### src/rtl/pulpino_pad_pkg.sv
// Pad-ring constants: SPI pad modes and the values output pins take while rst_np is low.
package pulpino_pad_pkg;

  typedef enum logic [1:0] {
    PAD_SINGLE   = 2'b00,
    PAD_QUAD_OUT = 2'b01,
    PAD_QUAD_IN  = 2'b10
  } pad_mode_e;

  localparam int N_OUT_PADS = 11;
  localparam int N_IN_PADS  = 15;

  localparam logic       RST_UART_TX  = 1'b1;
  localparam logic       RST_UART_RTS = 1'b1;
  localparam logic       RST_UART_DTR = 1'b1;
  localparam logic       RST_GPIO     = 1'b0;
  localparam logic       RST_TDO      = 1'b0;
  localparam logic [1:0] RST_SPI_MODE = PAD_SINGLE;
  localparam logic [3:0] RST_SPI_SDO  = 4'b0000;

  // Bit order: {uart_tx, uart_rts, uart_dtr, gpio, tdo, spi_mode[1:0], spi_sdo[3:0]}
  localparam logic [N_OUT_PADS-1:0] PAD_OUT_RST = {RST_UART_TX, RST_UART_RTS, RST_UART_DTR,
                                                   RST_GPIO, RST_TDO, RST_SPI_MODE, RST_SPI_SDO};

endpackage

### src/rtl/pad_cell_io.sv
// Generic pad cell: drives the pin from the core when enabled, forced to rst_val while in reset.
module pad_cell_io (
  input  logic i_data,
  output logic o_data,
  input  logic i_oe,
  input  logic i_pad,
  output logic o_pad,
  input  logic i_rst_n,
  input  logic i_rst_val
);

  // Reset forcing is purely combinational so pins settle without a running clock.
  assign o_pad  = !i_rst_n ? i_rst_val : (i_oe ? i_data : 1'b0);
  assign o_data = i_oe ? o_pad : i_pad;

endmodule

### src/rtl/pulpino_pad_ring.sv
// PULPino chip pad ring: pin-to-core pad cells, reset synchronizer and core tie-offs.
// The core attaches on the o_core_*/i_core_* side; unused core outputs are simply not brought here.
module pulpino_pad_ring
  import pulpino_pad_pkg::*;
#(
  parameter bit USE_ZERO_RISCY = 1'b0,
  parameter bit RISCY_RV32F    = 1'b0,
  parameter bit ZERO_RV32M     = 1'b1,
  parameter bit ZERO_RV32E     = 1'b0
) (
  input  logic        clkp,
  input  logic        rst_np,
  input  logic        fetch_enable_ip,
  input  logic        spi_clk,
  input  logic        spi_cs_ip,
  output logic [1:0]  spi_mode_op,
  output logic        spi_sdo0_op,
  output logic        spi_sdo1_op,
  output logic        spi_sdo2_op,
  output logic        spi_sdo3_op,
  input  logic        spi_sdi0_ip,
  input  logic        spi_sdi1_ip,
  input  logic        spi_sdi2_ip,
  input  logic        spi_sdi3_ip,
  output logic        uart_txp,
  input  logic        uart_rxp,
  output logic        uart_rtsp,
  output logic        uart_dtrp,
  input  logic        uart_ctsp,
  input  logic        uart_dsrp,
  output logic        gpiop,
  input  logic        jtag_clk,
  input  logic        trstn_ip,
  input  logic        tms_ip,
  input  logic        tdi_ip,
  output logic        tdo_op,
  // core side
  output logic        o_core_clk,
  output logic        o_core_rst_n,
  output logic        o_core_fetch_enable,
  output logic        o_core_spi_clk,
  output logic        o_core_spi_cs,
  output logic [3:0]  o_core_spi_sdi,
  output logic        o_core_uart_rx,
  output logic        o_core_uart_cts,
  output logic        o_core_uart_dsr,
  output logic        o_core_tck,
  output logic        o_core_trstn,
  output logic        o_core_tms,
  output logic        o_core_tdi,
  output logic        o_core_testmode,
  output logic        o_core_clk_sel,
  output logic [31:0] o_core_gpio_in,
  output logic [3:0]  o_core_spim_sdi,
  output logic        o_core_scl,
  output logic        o_core_sda,
  output logic [3:0]  o_core_cfg,
  input  logic [1:0]  i_core_spi_mode,
  input  logic [3:0]  i_core_spi_sdo,
  input  logic        i_core_uart_tx,
  input  logic        i_core_uart_rts,
  input  logic        i_core_uart_dtr,
  input  logic        i_core_gpio_out0,
  input  logic        i_core_tdo
);

  logic [1:0]            r_rst_sync;
  logic [N_OUT_PADS-1:0] w_out_core;
  logic [N_OUT_PADS-1:0] w_out_pin;
  logic [N_OUT_PADS-1:0] w_unused_out_loop;
  logic [N_IN_PADS-1:0]  w_in_pin;
  logic [N_IN_PADS-1:0]  w_in_core;
  logic [N_IN_PADS-1:0]  w_unused_in_pad;

  always_ff @(posedge clkp or negedge rst_np) begin
    if (!rst_np) r_rst_sync <= 2'b00;
    else         r_rst_sync <= {r_rst_sync[0], 1'b1};
  end
  assign o_core_rst_n = r_rst_sync[1];

  assign w_out_core = {i_core_uart_tx, i_core_uart_rts, i_core_uart_dtr, i_core_gpio_out0,
                       i_core_tdo, i_core_spi_mode, i_core_spi_sdo};

  // Output pads are forced from raw rst_np, not the synchronized reset, so pins react at once.
  for (genvar k = 0; k < N_OUT_PADS; k++) begin : g_out_pad
    pad_cell_io u_pad (
      .i_data    (w_out_core[k]),
      .o_data    (w_unused_out_loop[k]),
      .i_oe      (1'b1),
      .i_pad     (1'b0),
      .o_pad     (w_out_pin[k]),
      .i_rst_n   (rst_np),
      .i_rst_val (PAD_OUT_RST[k])
    );
  end

  assign {uart_txp, uart_rtsp, uart_dtrp, gpiop, tdo_op, spi_mode_op,
          spi_sdo3_op, spi_sdo2_op, spi_sdo1_op, spi_sdo0_op} = w_out_pin;

  assign w_in_pin = {clkp, fetch_enable_ip, spi_clk, spi_cs_ip,
                     spi_sdi3_ip, spi_sdi2_ip, spi_sdi1_ip, spi_sdi0_ip,
                     uart_rxp, uart_ctsp, uart_dsrp, jtag_clk, trstn_ip, tms_ip, tdi_ip};

  for (genvar k = 0; k < N_IN_PADS; k++) begin : g_in_pad
    pad_cell_io u_pad (
      .i_data    (1'b0),
      .o_data    (w_in_core[k]),
      .i_oe      (1'b0),
      .i_pad     (w_in_pin[k]),
      .o_pad     (w_unused_in_pad[k]),
      .i_rst_n   (1'b1),
      .i_rst_val (1'b0)
    );
  end

  assign {o_core_clk, o_core_fetch_enable, o_core_spi_clk, o_core_spi_cs, o_core_spi_sdi,
          o_core_uart_rx, o_core_uart_cts, o_core_uart_dsr,
          o_core_tck, o_core_trstn, o_core_tms, o_core_tdi} = w_in_core;

  assign o_core_testmode = 1'b0;
  assign o_core_clk_sel  = 1'b0;
  assign o_core_gpio_in  = 32'h0000_0000;
  assign o_core_spim_sdi = 4'b0000;
  assign o_core_scl      = 1'b1;
  assign o_core_sda      = 1'b1;
  assign o_core_cfg      = {ZERO_RV32E, ZERO_RV32M, RISCY_RV32F, USE_ZERO_RISCY};

endmodule

### config.mk
export PLATFORM = sky130hd
export DESIGN_NAME = pulpino_pad_ring
export DESIGN_NICKNAME = d
export VERILOG_FILES = /design/src/rtl/pulpino_pad_pkg.sv /design/src/rtl/pad_cell_io.sv /design/src/rtl/pulpino_pad_ring.sv
export SDC_FILE = /design/constraint.sdc
export NUM_CORES = 1
export LEC_CHECK = 0
export BUFFER_PORTS_ARGS = -buffer_cell sky130_fd_sc_hd__clkbuf_2
export CAP_MARGIN = 30
export CORE_UTILIZATION = 28
export DETAILED_ROUTE_END_ITERATION = 8
export PLACE_DENSITY = 0.81
export SLEW_MARGIN = 20
export SYNTH_ARGS = -nofsm -noshare
export SYNTH_HDL_FRONTEND = slang
export SYNTH_SLANG_ARGS = --single-unit
export TNS_END_PERCENT = 1
### constraint.sdc
create_clock -name clkp -period 0.8 [get_ports clkp]
set_input_delay 0.08 -clock clkp [delete_from_list [all_inputs] [get_ports clkp]]
set_output_delay 0.08 -clock clkp [all_outputs]
set_load 0.02 [all_outputs]
; ---- After elaboration in Yosys (flattened, before gate mapping)
; Cells that the tools add are included.
[totals]
regBits = 2
input_bits = 27
out_inout_bits = 71
[op_classes]
mux = 11
[op_table]
columns = cell, count
row1 = $mux W1, 11

; ---- Depth between registers and ports, before layout
[depth]
word_depth = 1
mapped_depth = 3
mapped_depth_nobuf = 1

; ---- Hierarchy
; A second synthesis with hierarchy kept.
[hier_totals]
hier_cells = 204
area_unflattened_um2 = 1233.7
[by_module_without_submodules]
columns = module, instances, cells_per_inst, area_each_um2, seq_area_each_um2
row1 = pad_cell_io, 26, 6, 32.5, 0.0
row2 = pulpino_pad_ring, 1, 48, 387.9, 50.0

==> results.json <==
{
  "status": "finished, violations left",
  "violations": "setup timing",
  "hold_violations": 0,
  "crit_fanout": 2,
  "start_util_pct": 30.1,
  "ys_ff_latch": 2,
  "p_per_area_mw_per_mm2": 2220,
  "vdd_drop_max_uv": 1340,
  "reg_top3": "r_rst_sync (2)",
  "drv_slew": 0,
  "final_core_util_pct": 25.7,
  "finalPower_uw": 1130,
  "synth_area_um2": 596,
  "vias_per_cell": 3.01,
  "syn_avg_cell_area_um2": 7.73,
  "final_antenna_net_count": 0,
  "hold_class": "input pin to primary output",
  "critPathCaptureType": "primary output",
  "wire_per_inst_um": 6.87,
  "wirelength_um": 790,
  "die_area_mm2": 0.00232,
  "place_congestion": 0.773,
  "largest_reg_flops": 2,
  "h-tree-depth": 1,
  "portBuffers": 25,
  "antennaDiodeCount": 0,
  "ios": 98,
  "setup_viol": 1,
  "clk-insertion-delay-late_ns": 0.19,
  "critical_path_required_ns": 0.72,
  "place.detailed.hpwl_um": 687,
  "drtPass1Iterations": 1,
  "p_leak_uw": 0.000333,
  "rsz0062_at_grt": "yes",
  "fp-row-count": 16,
  "antenna_found_initial": 0,
  "cts_tree": "done",
  "via_count": 346,
  "critPathLaunchType": "clock port",
  "grt_usage_pct": 6.79,
  "die_h_um": 48.1,
  "regMostFlops": "r_rst_sync",
  "drc": 0,
  "drv_cap": 0,
  "cts_root_buf": "clkbuf_4",
  "drive_gt1_share_pct": 33.0,
  "skew_ns": 0.0274,
  "seq_area_frac_synth_pct": 8.40,
  "cts_made_buffers": 3,
  "yosysWarnings": 0,
  "grt-ovfl-total": 0,
  "arrival_ns": 0.73,
  "grt_pass1_wl_um": 959,
  "synthToLayoutAreaGrowth_pct": -14.5,
  "syn_inst": 77,
  "die_w_um": 48.1,
  "first_iter_violations": 0,
  "grt_pass1_vias": 245,
  "clockBufferDepth": 2,
  "final_nets": 116,
  "synth_cell_types": 6,
  "design.core.area_mm2": 0.00198,
  "setup_ws_ns": -0.00889,
  "worstSetupPathType": "clock port to primary output",
  "grt_max_degree": 13
}
[placed cells by master, fill, tap and decap left out]
cell,Yosys,layout
conb_1,2,45
dlygate4sd3_1,0,1
nand2b_1,3,3
dfrtp_1,2,2
buf_2,0,1
buf_8,0,3
clkbuf_4,0,1
clkbuf_2,0,24
and2_1,8,8
[where the power goes]
| group | switching (µW) | internal, µW | total [µW] |
|---|---|---|---|
| clock | 221 | 486 | 708 |
| sequential | 1.11 | 107 | 108 |
| combinational | 258 | 57.7 | 315 |
| total | 480 | 651 | 1130 |
[cells by family (layout without fill, tap and decap cells)]
group         after synthesis  in the layout  share of synthesized area [%]
other cells                 2             45                           1.26
buf+inv                    62             30                           78.8
simple gates               11             11                           11.6
flops                       2              2                           8.40
[Yosys cell counts]
| library cell | n | area share (%) |
|---|---|---|
| and2_1 | 8 | 8.4 |
| buf_6 | 1 | 1.9 |
| nand2b_1 | 3 | 3.2 |
| dfrtp_1 | 2 | 8.4 |
| conb_1 | 2 | 1.3 |
| buf_4 | 61 | 77 |
[metrics by stage]
stage	setup WS [ns]	cells	instance area, µm²	TNS (ns)	hold WS (ns)
detailed placement	0.0725	110	447	0	-0.0689
floorplan	0.186	120	757	0	-0.216
global route	-0.0135	115	509	-0.0153	0.160
CTS	-0.0683	115	505	-0.0740	0.160
global placement	0.106	110	447	0	-0.0775
finish	-0.00889	115	509	-0.00889	0.160
[final timing paths]
kind	from	endpoint	slack, ns	cells past startpoint
max in group asynchronous	rst_np	r_rst_sync[0]$_DFF_PN0_	0.31	2
worst min register to register	r_rst_sync[0]$_DFF_PN0_	r_rst_sync[1]$_DFF_PN0_	0.33	0
min in group asynchronous	rst_np	r_rst_sync[1]$_DFF_PN0_	0.34	2
worst min-delay path	spi_clk	o_core_spi_clk	0.16	0
worst max-delay path	clkp	o_core_clk	-0.009	3
worst max register to register	r_rst_sync[0]$_DFF_PN0_	r_rst_sync[1]$_DFF_PN0_	0.36	0
[per-layer routing]
layer / track usage [%] / share of wire, % / wire length (µm) / vias up
li1: - / - / - / 144
met1: 2.89 / 16 / 127 / 148
met2: 14.9 / 63 / 495 / 50
met3: 3.70 / 18 / 145 / 4
met4: 6.11 / 2.8 / 22 / 0
met5: 0 / 0 / 0 / -
[area by class of cell]
cell class | instances | area, µm²
clock buffers | 5 | 57.6
fillers | 221 | 1470
multi-input cells | 56 | 238
flip-flops and latches | 2 | 50.0
well taps | 27 | 33.8
repair buffers | 25 | 130
[what timing repair did]
item / in CTS / in global routing
cloned: 0 / 0
setup endpoints to repair: 2 / 2
hold buffers: 1 / 0
setup buffers: 0 / 0
hold endpoints to repair: 2 / 0
gates resized for setup: 4 / 4
[critical path, cell delays in order]
cell   delay, ns
buf_8       0.10
buf_8       0.11
buf_8       0.12
No activity file was read; power rests on OpenSTA's default activity.
